<file path="config.mk">
export PLATFORM = sky130hd
export DESIGN_NAME = ads1256_sample_assembler
export DESIGN_NICKNAME = d
export VERILOG_FILES = /design/src/rtl/ads1256_sample_assembler.sv
export SDC_FILE = /design/constraint.sdc
export NUM_CORES = 1
export LEC_CHECK = 0
export BUFFER_PORTS_ARGS = -buffer_cell sky130_fd_sc_hd__clkbuf_2
export CAP_MARGIN = 20
export CELL_PAD_IN_SITES_DETAIL_PLACEMENT = 1
export CELL_PAD_IN_SITES_GLOBAL_PLACEMENT = 1
export CORE_UTILIZATION = 48
export CTS_CLUSTER_SIZE = 24
export DETAILED_ROUTE_END_ITERATION = 10
export PLACE_DENSITY = 0.79
export SYNTH_ARGS = -nofsm -noshare
export SYNTH_HDL_FRONTEND = slang
export SYNTH_SLANG_ARGS = --single-unit
</file>
<file path="constraint.sdc">
create_clock -name clock_i -period 3.9 [get_ports clock_i]
set_input_delay 0.39 -clock clock_i [delete_from_list [all_inputs] [get_ports clock_i]]
set_output_delay 0.39 -clock clock_i [all_outputs]
set_load 0.005 [all_outputs]
</file>
<file path="src/rtl/ads1256_sample_assembler.sv">
// ads1256_sample_assembler: packs three RDATA bytes into sign-extended samples queued in an FWFT FIFO.
// Optional ADS1256_SAMPLE_TIMESTAMP_EN adds a per-sample 32-bit cycle timestamp (sample_timestamp_o).
`default_nettype none

module ads1256_sample_assembler #(
  parameter int DEPTH = 8
) (
  input  logic                     clock_i,
  input  logic                     reset_i,
  input  logic                     frame_start_i,
  input  logic [3:0]               channel_i,
  input  logic                     byte_valid_i,
  input  logic [7:0]               byte_i,
  output logic                     sample_valid_o,
  input  logic                     sample_ready_i,
  output logic [31:0]              sample_data_o,
  output logic [3:0]               sample_channel_o,
  output logic [$clog2(DEPTH):0]   fifo_count_o,
  output logic                     overflow_o,
`ifdef ADS1256_SAMPLE_TIMESTAMP_EN
  output logic [31:0]              sample_timestamp_o,
`endif
  input  logic                     clear_overflow_i
);

  localparam int AW = $clog2(DEPTH);
  localparam int CW = AW + 1;
  localparam logic [CW-1:0] FULL_COUNT = CW'(DEPTH);
`ifdef ADS1256_SAMPLE_TIMESTAMP_EN
  localparam int ENTRY_W = 68;
`else
  localparam int ENTRY_W = 36;
`endif

  typedef enum logic [1:0] {IDLE, MSB, MID, LSB} state_t;

  state_t            state;
  state_t            next_state;
  logic [3:0]        frame_channel;
  logic [7:0]        byte_hi;
  logic [7:0]        byte_mid;
  logic [23:0]       code;
  logic [31:0]       word;
  logic              push;
  logic              pop;
  logic              full;
  logic              write_en;
  logic [AW-1:0]     wr_ptr;
  logic [AW-1:0]     rd_ptr;
  logic [CW-1:0]     count;
  logic [ENTRY_W-1:0] push_entry;
  logic [ENTRY_W-1:0] head;
  logic [ENTRY_W-1:0] mem [DEPTH];

  always_ff @(posedge clock_i or negedge reset_i) begin
    if (!reset_i) state <= IDLE;
    else          state <= next_state;
  end

  // A frame start always restarts the byte sequence, even mid-frame.
  always_comb begin
    next_state = state;
    if (frame_start_i) begin
      next_state = MSB;
    end else if (byte_valid_i) begin
      case (state)
        MSB:     next_state = MID;
        MID:     next_state = LSB;
        LSB:     next_state = IDLE;
        default: next_state = IDLE;
      endcase
    end
  end

  always_ff @(posedge clock_i or negedge reset_i) begin
    if (!reset_i) begin
      frame_channel <= '0;
      byte_hi       <= '0;
      byte_mid      <= '0;
    end else if (frame_start_i) begin
      frame_channel <= channel_i;
    end else if (byte_valid_i) begin
      if (state == MSB) byte_hi  <= byte_i;
      if (state == MID) byte_mid <= byte_i;
    end
  end

  assign code     = {byte_hi, byte_mid, byte_i};
  assign word     = {{8{code[23]}}, code};
  assign push     = (state == LSB) && byte_valid_i && !frame_start_i;
  assign pop      = sample_valid_o && sample_ready_i;
  assign full     = (count == FULL_COUNT);
  assign write_en = push && (!full || pop);

`ifdef ADS1256_SAMPLE_TIMESTAMP_EN
  logic [31:0] cycle_count;
  logic [31:0] frame_stamp;

  always_ff @(posedge clock_i or negedge reset_i) begin
    if (!reset_i) begin
      cycle_count <= '0;
      frame_stamp <= '0;
    end else begin
      cycle_count <= cycle_count + 32'd1;
      if (frame_start_i) frame_stamp <= cycle_count;
    end
  end

  assign push_entry         = {frame_stamp, frame_channel, word};
  assign sample_timestamp_o = sample_valid_o ? head[67:36] : '0;
`else
  assign push_entry = {frame_channel, word};
`endif

  // Storage carries no reset; outputs are gated by the occupancy count instead.
  always_ff @(posedge clock_i) begin
    if (write_en) mem[wr_ptr] <= push_entry;
  end

  always_ff @(posedge clock_i or negedge reset_i) begin
    if (!reset_i) begin
      wr_ptr     <= '0;
      rd_ptr     <= '0;
      count      <= '0;
      overflow_o <= 1'b0;
    end else begin
      if (write_en) wr_ptr <= wr_ptr + AW'(1);
      if (pop)      rd_ptr <= rd_ptr + AW'(1);
      case ({write_en, pop})
        2'b10:   count <= count + CW'(1);
        2'b01:   count <= count - CW'(1);
        default: count <= count;
      endcase
      if (push && full && !pop) overflow_o <= 1'b1;
      else if (clear_overflow_i) overflow_o <= 1'b0;
    end
  end

  assign head             = mem[rd_ptr];
  assign sample_valid_o   = (count != '0);
  assign sample_data_o    = sample_valid_o ? head[31:0]  : '0;
  assign sample_channel_o = sample_valid_o ? head[35:32] : '0;
  assign fifo_count_o     = count;

endmodule

`default_nettype wire

</file>
# --- Yosys cells after proc, flatten, opt, wreduce, memory -nomap -nowiden ---
# Memories as Yosys holds them, arrays and structs flattened.
# Index checks and enable logic that the tools add are counted.
totals:
  ram_bits: 288
  regBits: 33
  word_cells: 46
  n_memories: 1
  output_inout_bits: 42
  input_bits: 18
op_classes:
  n_mux: 10
  n_bitwise: 1
  n_eq_ne: 6
  reduce_logical: 16
  addsub: 4
mem_list:
  columns: ["memory", "words", "word_bits", "read_ports", "rd_ports_with_merged_regs", "wr", "line", "rtl"]
  rows:
  - ["mem", 8, 36, 1, 0, 1, "53", "logic [ENTRY_W-1:0] mem [DEPTH];"]
ops:
  columns: ["op", "n"]
  rows:
  - ["32-bit two-way mux", 1]
  - ["4-bit case mux with 2 select lines", 1]
  - ["3-bit by 1-bit adder with 3-bit output, second input constant", 2]
  - ["2-bit == test, second input constant", 3]
  - ["1-bit logical AND", 6]
  - ["3-bit AND reduction", 2]
  - ["2-bit nonzero test", 3]
  - ["4-bit by 1-bit adder with 4-bit output, second input constant", 1]
  - ["2-bit by 1-bit == test with 1-bit output, second input constant", 2]
  - ["4-bit == test, second input constant", 1]
  - ["1-bit two-way mux", 4]
  - ["2-bit two-way mux", 2]
  - ["4-bit two-way mux", 1]
  - ["2-bit case mux with 2 select lines", 1]
  - ["4-bit nonzero test", 1]
  - ["4-bit by 1-bit subtractor with 4-bit output, second input constant", 1]
  - ["1-bit logical NOT", 3]
  - ["1-bit logical OR", 1]
  - ["1-bit inverter", 1]

# --- Depth between registers and ports, before layout ---
depth:
  ltp_word: 6
  mapped_depth: 12

# --- Worst setup path before layout ---
# OpenSTA, ideal clock, no wires.
synth_timing:
  path_kind: "input-to-reg"
  start: "in frame_start_i"
  end: "mem mem[0][0] (enable)"
  setup_slack_ns: -0.343
  t_arrival_ns: 3.760
  setup_ns: 0.484
  cell_stages: 5
  path_buffers: 1
  t_required_ns: 3.416
  cell_sequence: "clkbuf_1 and3b_1 o21a_1 inv_2 nor4_1"
synth_via:
  elab_chain_cells: 5
synth_lines:
  columns: ["element", "line", "rtl"]
  rows:
  - ["start: declaration", "10", "input logic frame_start_i,"]
  - ["1-bit logical NOT", "90", "assign push = (state == LSB) && byte_valid_i && !frame_start_i;"]
  - ["1-bit logical AND", "90", null]
  - ["1-bit logical AND", "93", "assign write_en = push && (!full || pop);"]
  - ["1-bit two-way mux", "117", "if (write_en) mem[wr_ptr] <= push_entry;"]
  - ["1-bit two-way mux (implied by the code)", "117", null]
  - ["end: declaration", "53", null]
# No other way between the ends.

# --- Worst setup path after layout ---
layout_timing:
  start: "reg rd_ptr[0]"
  end: "out sample_data_o[11]"
layout_via:
  elab_chain_cells: 2
layout_lines:
  columns: ["element", "line", "rtl"]
  rows:
  - ["start: declaration", "49", "logic [AW-1:0] rd_ptr;"]
  - ["start signal: assignment", "128", "if (pop) rd_ptr <= rd_ptr + AW'(1);"]
  - ["memory read 8 x 36 bit", null, null]
  - ["32-bit two-way mux", "141", "assign sample_data_o = sample_valid_o ? head[31:0] : '0;"]
  - ["end: declaration", "16", "output logic [31:0] sample_data_o,"]
# No other way between the ends.

==> flow_metrics.py <==
metrics = {
    "clock_network": {
        "cts_buffer_depth": 3,
        "clk_pin_slew_worst_paths_ns": 0.06,
        "htreeDepth": 1,
        "cts-root-buf": "clkbuf_16",
        "clk_latency_ns": 0.52,
        "clock-sinks": 257,
        "numCtsBuffers": 26,
        "hold_buffers": 0,
        "cts-resized-gates": 0,
        "post_cts_buffers": 0,
        "cts_tree": "built",
    },
    "detailed_routing": {
        "drt_iter0_markers": 347,
        "via_count": 4781,
        "ant_nets": 0,
        "detail_route.wl_per_cell_um": 24.5,
        "routed_wl_um": 20700,
        "drc": 0,
        "avgViaCountPerCell": 5.64,
        "drt_pass1_iterations": 4,
    },
    "yosys": {
        "yosysUniqueCellTypes": 35,
        "synth_edf_count": 224,
        "async_reset_ff_share_pct": 12.8,
        "synth.top_cells.by_area": "edfxtp_1 (67%), mux4_2 (13%), dfrtp_1 (8.2%)",
        "syn_area_per_cell_um2": 20.8,
        "synth_top_area_share_pct": 66.9,
        "syn_nets": 509,
        "ys_warn_count": 0,
        "synth_seq_cells": 257,
        "ys.flop_type": "edfxtp_1",
        "syn_area_um2": 10100,
        "synth_top_area_cell": "edfxtp_1",
        "yosysSeqAreaShare_pct": 75.1,
        "synthCells": 483,
    },
    "status": {
        "violations": "hold timing",
        "status": "finished with violations",
    },
    "power_and_ir_drop": {
        "p_switching_mw": 2.23,
        "power.internal_mw": 5.62,
        "combPwrFrac_pct": 24.9,
        "switching_share_pct": 28.4,
        "peakVddDrop_v": 0.000369,
        "power.density_nw_per_um2": 684,
        "p_leak_nw": 3.99,
        "power_frac_seq_pct": 46.0,
        "pwr-share-clk_pct": 29.1,
    },
    "timing": {
        "grt_setup_unrepaired": "no",
        "totalNegativeSetupSlack_ns": 0,
        "hold_slack_ns": -0.000194,
        "timing.final.crit_period_ns": 3.03,
        "slew_headroom_pct": 36.7,
        "fin_skew_ns": 0.0128,
        "tightest_slew_ns": 0.950,
        "setup_viol": 0,
        "clock.fmax_ghz": 0.331,
        "fin_crit_sh_pct": 77.6,
        "drv_slew": 0,
        "hold_viol_final": 1,
    },
    "worst_setup_path": {
        "cp-start-kind": "register",
        "crit_chain": "buf_12 -> mux4_2 -> mux2i_1 -> nor2_1 -> clkbuf_2",
        "critPathSlowestCell": "dfrtp_4",
        "path_class": "register to output port",
        "required_ns": 3.51,
        "critPathMaxStageDelay_ns": 0.65,
        "worstPathBufferInverterCount": 2,
        "path_max_fanout": 42,
        "worst_setup_path_end_kind": "output port",
        "critPathTopFamily": "multiplexers",
        "arrival_ns": 2.64,
    },
    "layout": {
        "fillerInstances": 1769,
        "n_antenna_cell": 0,
        "stdcell_area_um2": 11500,
        "synthToLayoutAreaGrowth_pct": 14.1,
        "nNetsFinal": 583,
        "drive_above_1_share_pct": 34.5,
        "final_cell_mix": "edfxtp_1 (224), clkbuf_2 (59), mux4_2 (56), nor2_1 (31), dfrtp_1 (30)",
        "final_common_cell": "edfxtp_1",
    },
    "die": {
        "die_h_um": 147,
        "dieArea_um2": 21500,
        "chipWidth_um": 147,
        "start_util_pct": 49.4,
        "row_count": 52,
        "core_region_area_um2": 20400,
        "design.portCount": 60,
    },
    "global_routing": {
        "first_global_vias": 5339,
        "grt_max_degree": 43,
        "grt_pass1_wl_um": 32000,
        "track_usage_pct": 20.2,
        "antenna_found_initial": 0,
        "grt.overflow.total": 0,
    },
    "placed_design": {
        "io_buffer_count": 59,
        "gp_congestion": 0.709,
        "dp_hpwl_um": 12000,
        "placed_area_um2": 10700,
    },
    "run": {
        "maxCapViolations": 0,
    },
    "hold_path": {
        "worstHoldPathType": "primary input to async pin",
    },
}
-- path summary, 6_finish.rpt --
path	start	to	slack, ns	depth (start not counted)
worst min register to register	overflow_o	overflow_o	0.52	1
max in group asynchronous	reset_i	rd_ptr[0]	3.20	1
worst max-delay path	rd_ptr[0]	sample_data_o[11]	0.87	5
worst max register to register	fifo_count_o[1]	fifo_count_o[2]	1.26	10
worst min-delay path	reset_i	fifo_count_o[3]	-0.0002	1
min in group clock_i	channel_i[3]	frame_channel[3]	0.12	2
-- cell usage after synthesis (all sizes together), types with 2 or more instances --
library cell  count
nand2b            4
inv               6
edfxtp          224
mux4             56
xnor2             5
mux2i            28
clkbuf            5
dfrtp            33
nor4              2
ha                8
nor2             35
nor3              5
buf              23
nand2            10
xor2              4
mux2             22
-- state kept, by name, indices dropped and copies added (netlist names) --
signal         flops
mem              224
frame_channel      4
byte_mid           8
rd_ptr             3
state              2
fifo_count_o       4
byte_hi            8
wr_ptr             3
overflow_o         1
-- per-layer routing --
metal  track usage [%]  up-vias  share of wire (%)
li1                  -     2073                  -
met1              27.1     2577                 42
met2              35.4      108                 52
met3              3.01       23                4.1
met4              4.38        0                1.2
met5                 0        -                  0
-- power groups by stage --
stage / clock [mW] / sequential, mW / combinational, mW
floorplan: 0 / 3.42 / 1.56
global placement: 0 / 3.64 / 1.93
detailed placement: 0 / 3.68 / 1.99
finish: 2.28 / 3.61 / 1.95
CTS: 2.33 / 3.62 / 2.00
global route: 2.42 / 3.66 / 2.14
-- area by class of cell --
| class | instances | area (um^2) | area share [%] |
|---|---|---|---|
| clock buffer | 43 | 756 | 6.59 |
| clock inverter | 5 | 25.0 | 0.218 |
| inverter | 6 | 22.5 | 0.196 |
| multi-input combinational | 192 | 2350 | 20.5 |
| sequential | 257 | 7560 | 65.9 |
| tap | 270 | 338 | 2.94 |
| timing repair buffer | 74 | 420 | 3.66 |
-- cells by family after synthesis --
logic type / synth area share, %
compound gates: 0.448
fa+ha+maj: 0.996
mux: 17.8
buf+inv: 1.88
flops: 75.1
simple gates: 2.94
xor+xnor: 0.784
-- metrics by stage --
step / power [mW] / util, % / instances / setup WS [ns]
6_report: 7.84 / 56.3 / 847 / 0.874
5_1_grt: 8.22 / 56.3 / 847 / 0.729
4_1_cts: 7.95 / 56.3 / 847 / 0.821
3_5_place_dp: 5.67 / 52.5 / 799 / 1.32
3_3_place_gp: 5.56 / 52.5 / 799 / 1.41
2_1_floorplan: 4.97 / - / 483 / 0.404
(Power assumes the default switching activity.)
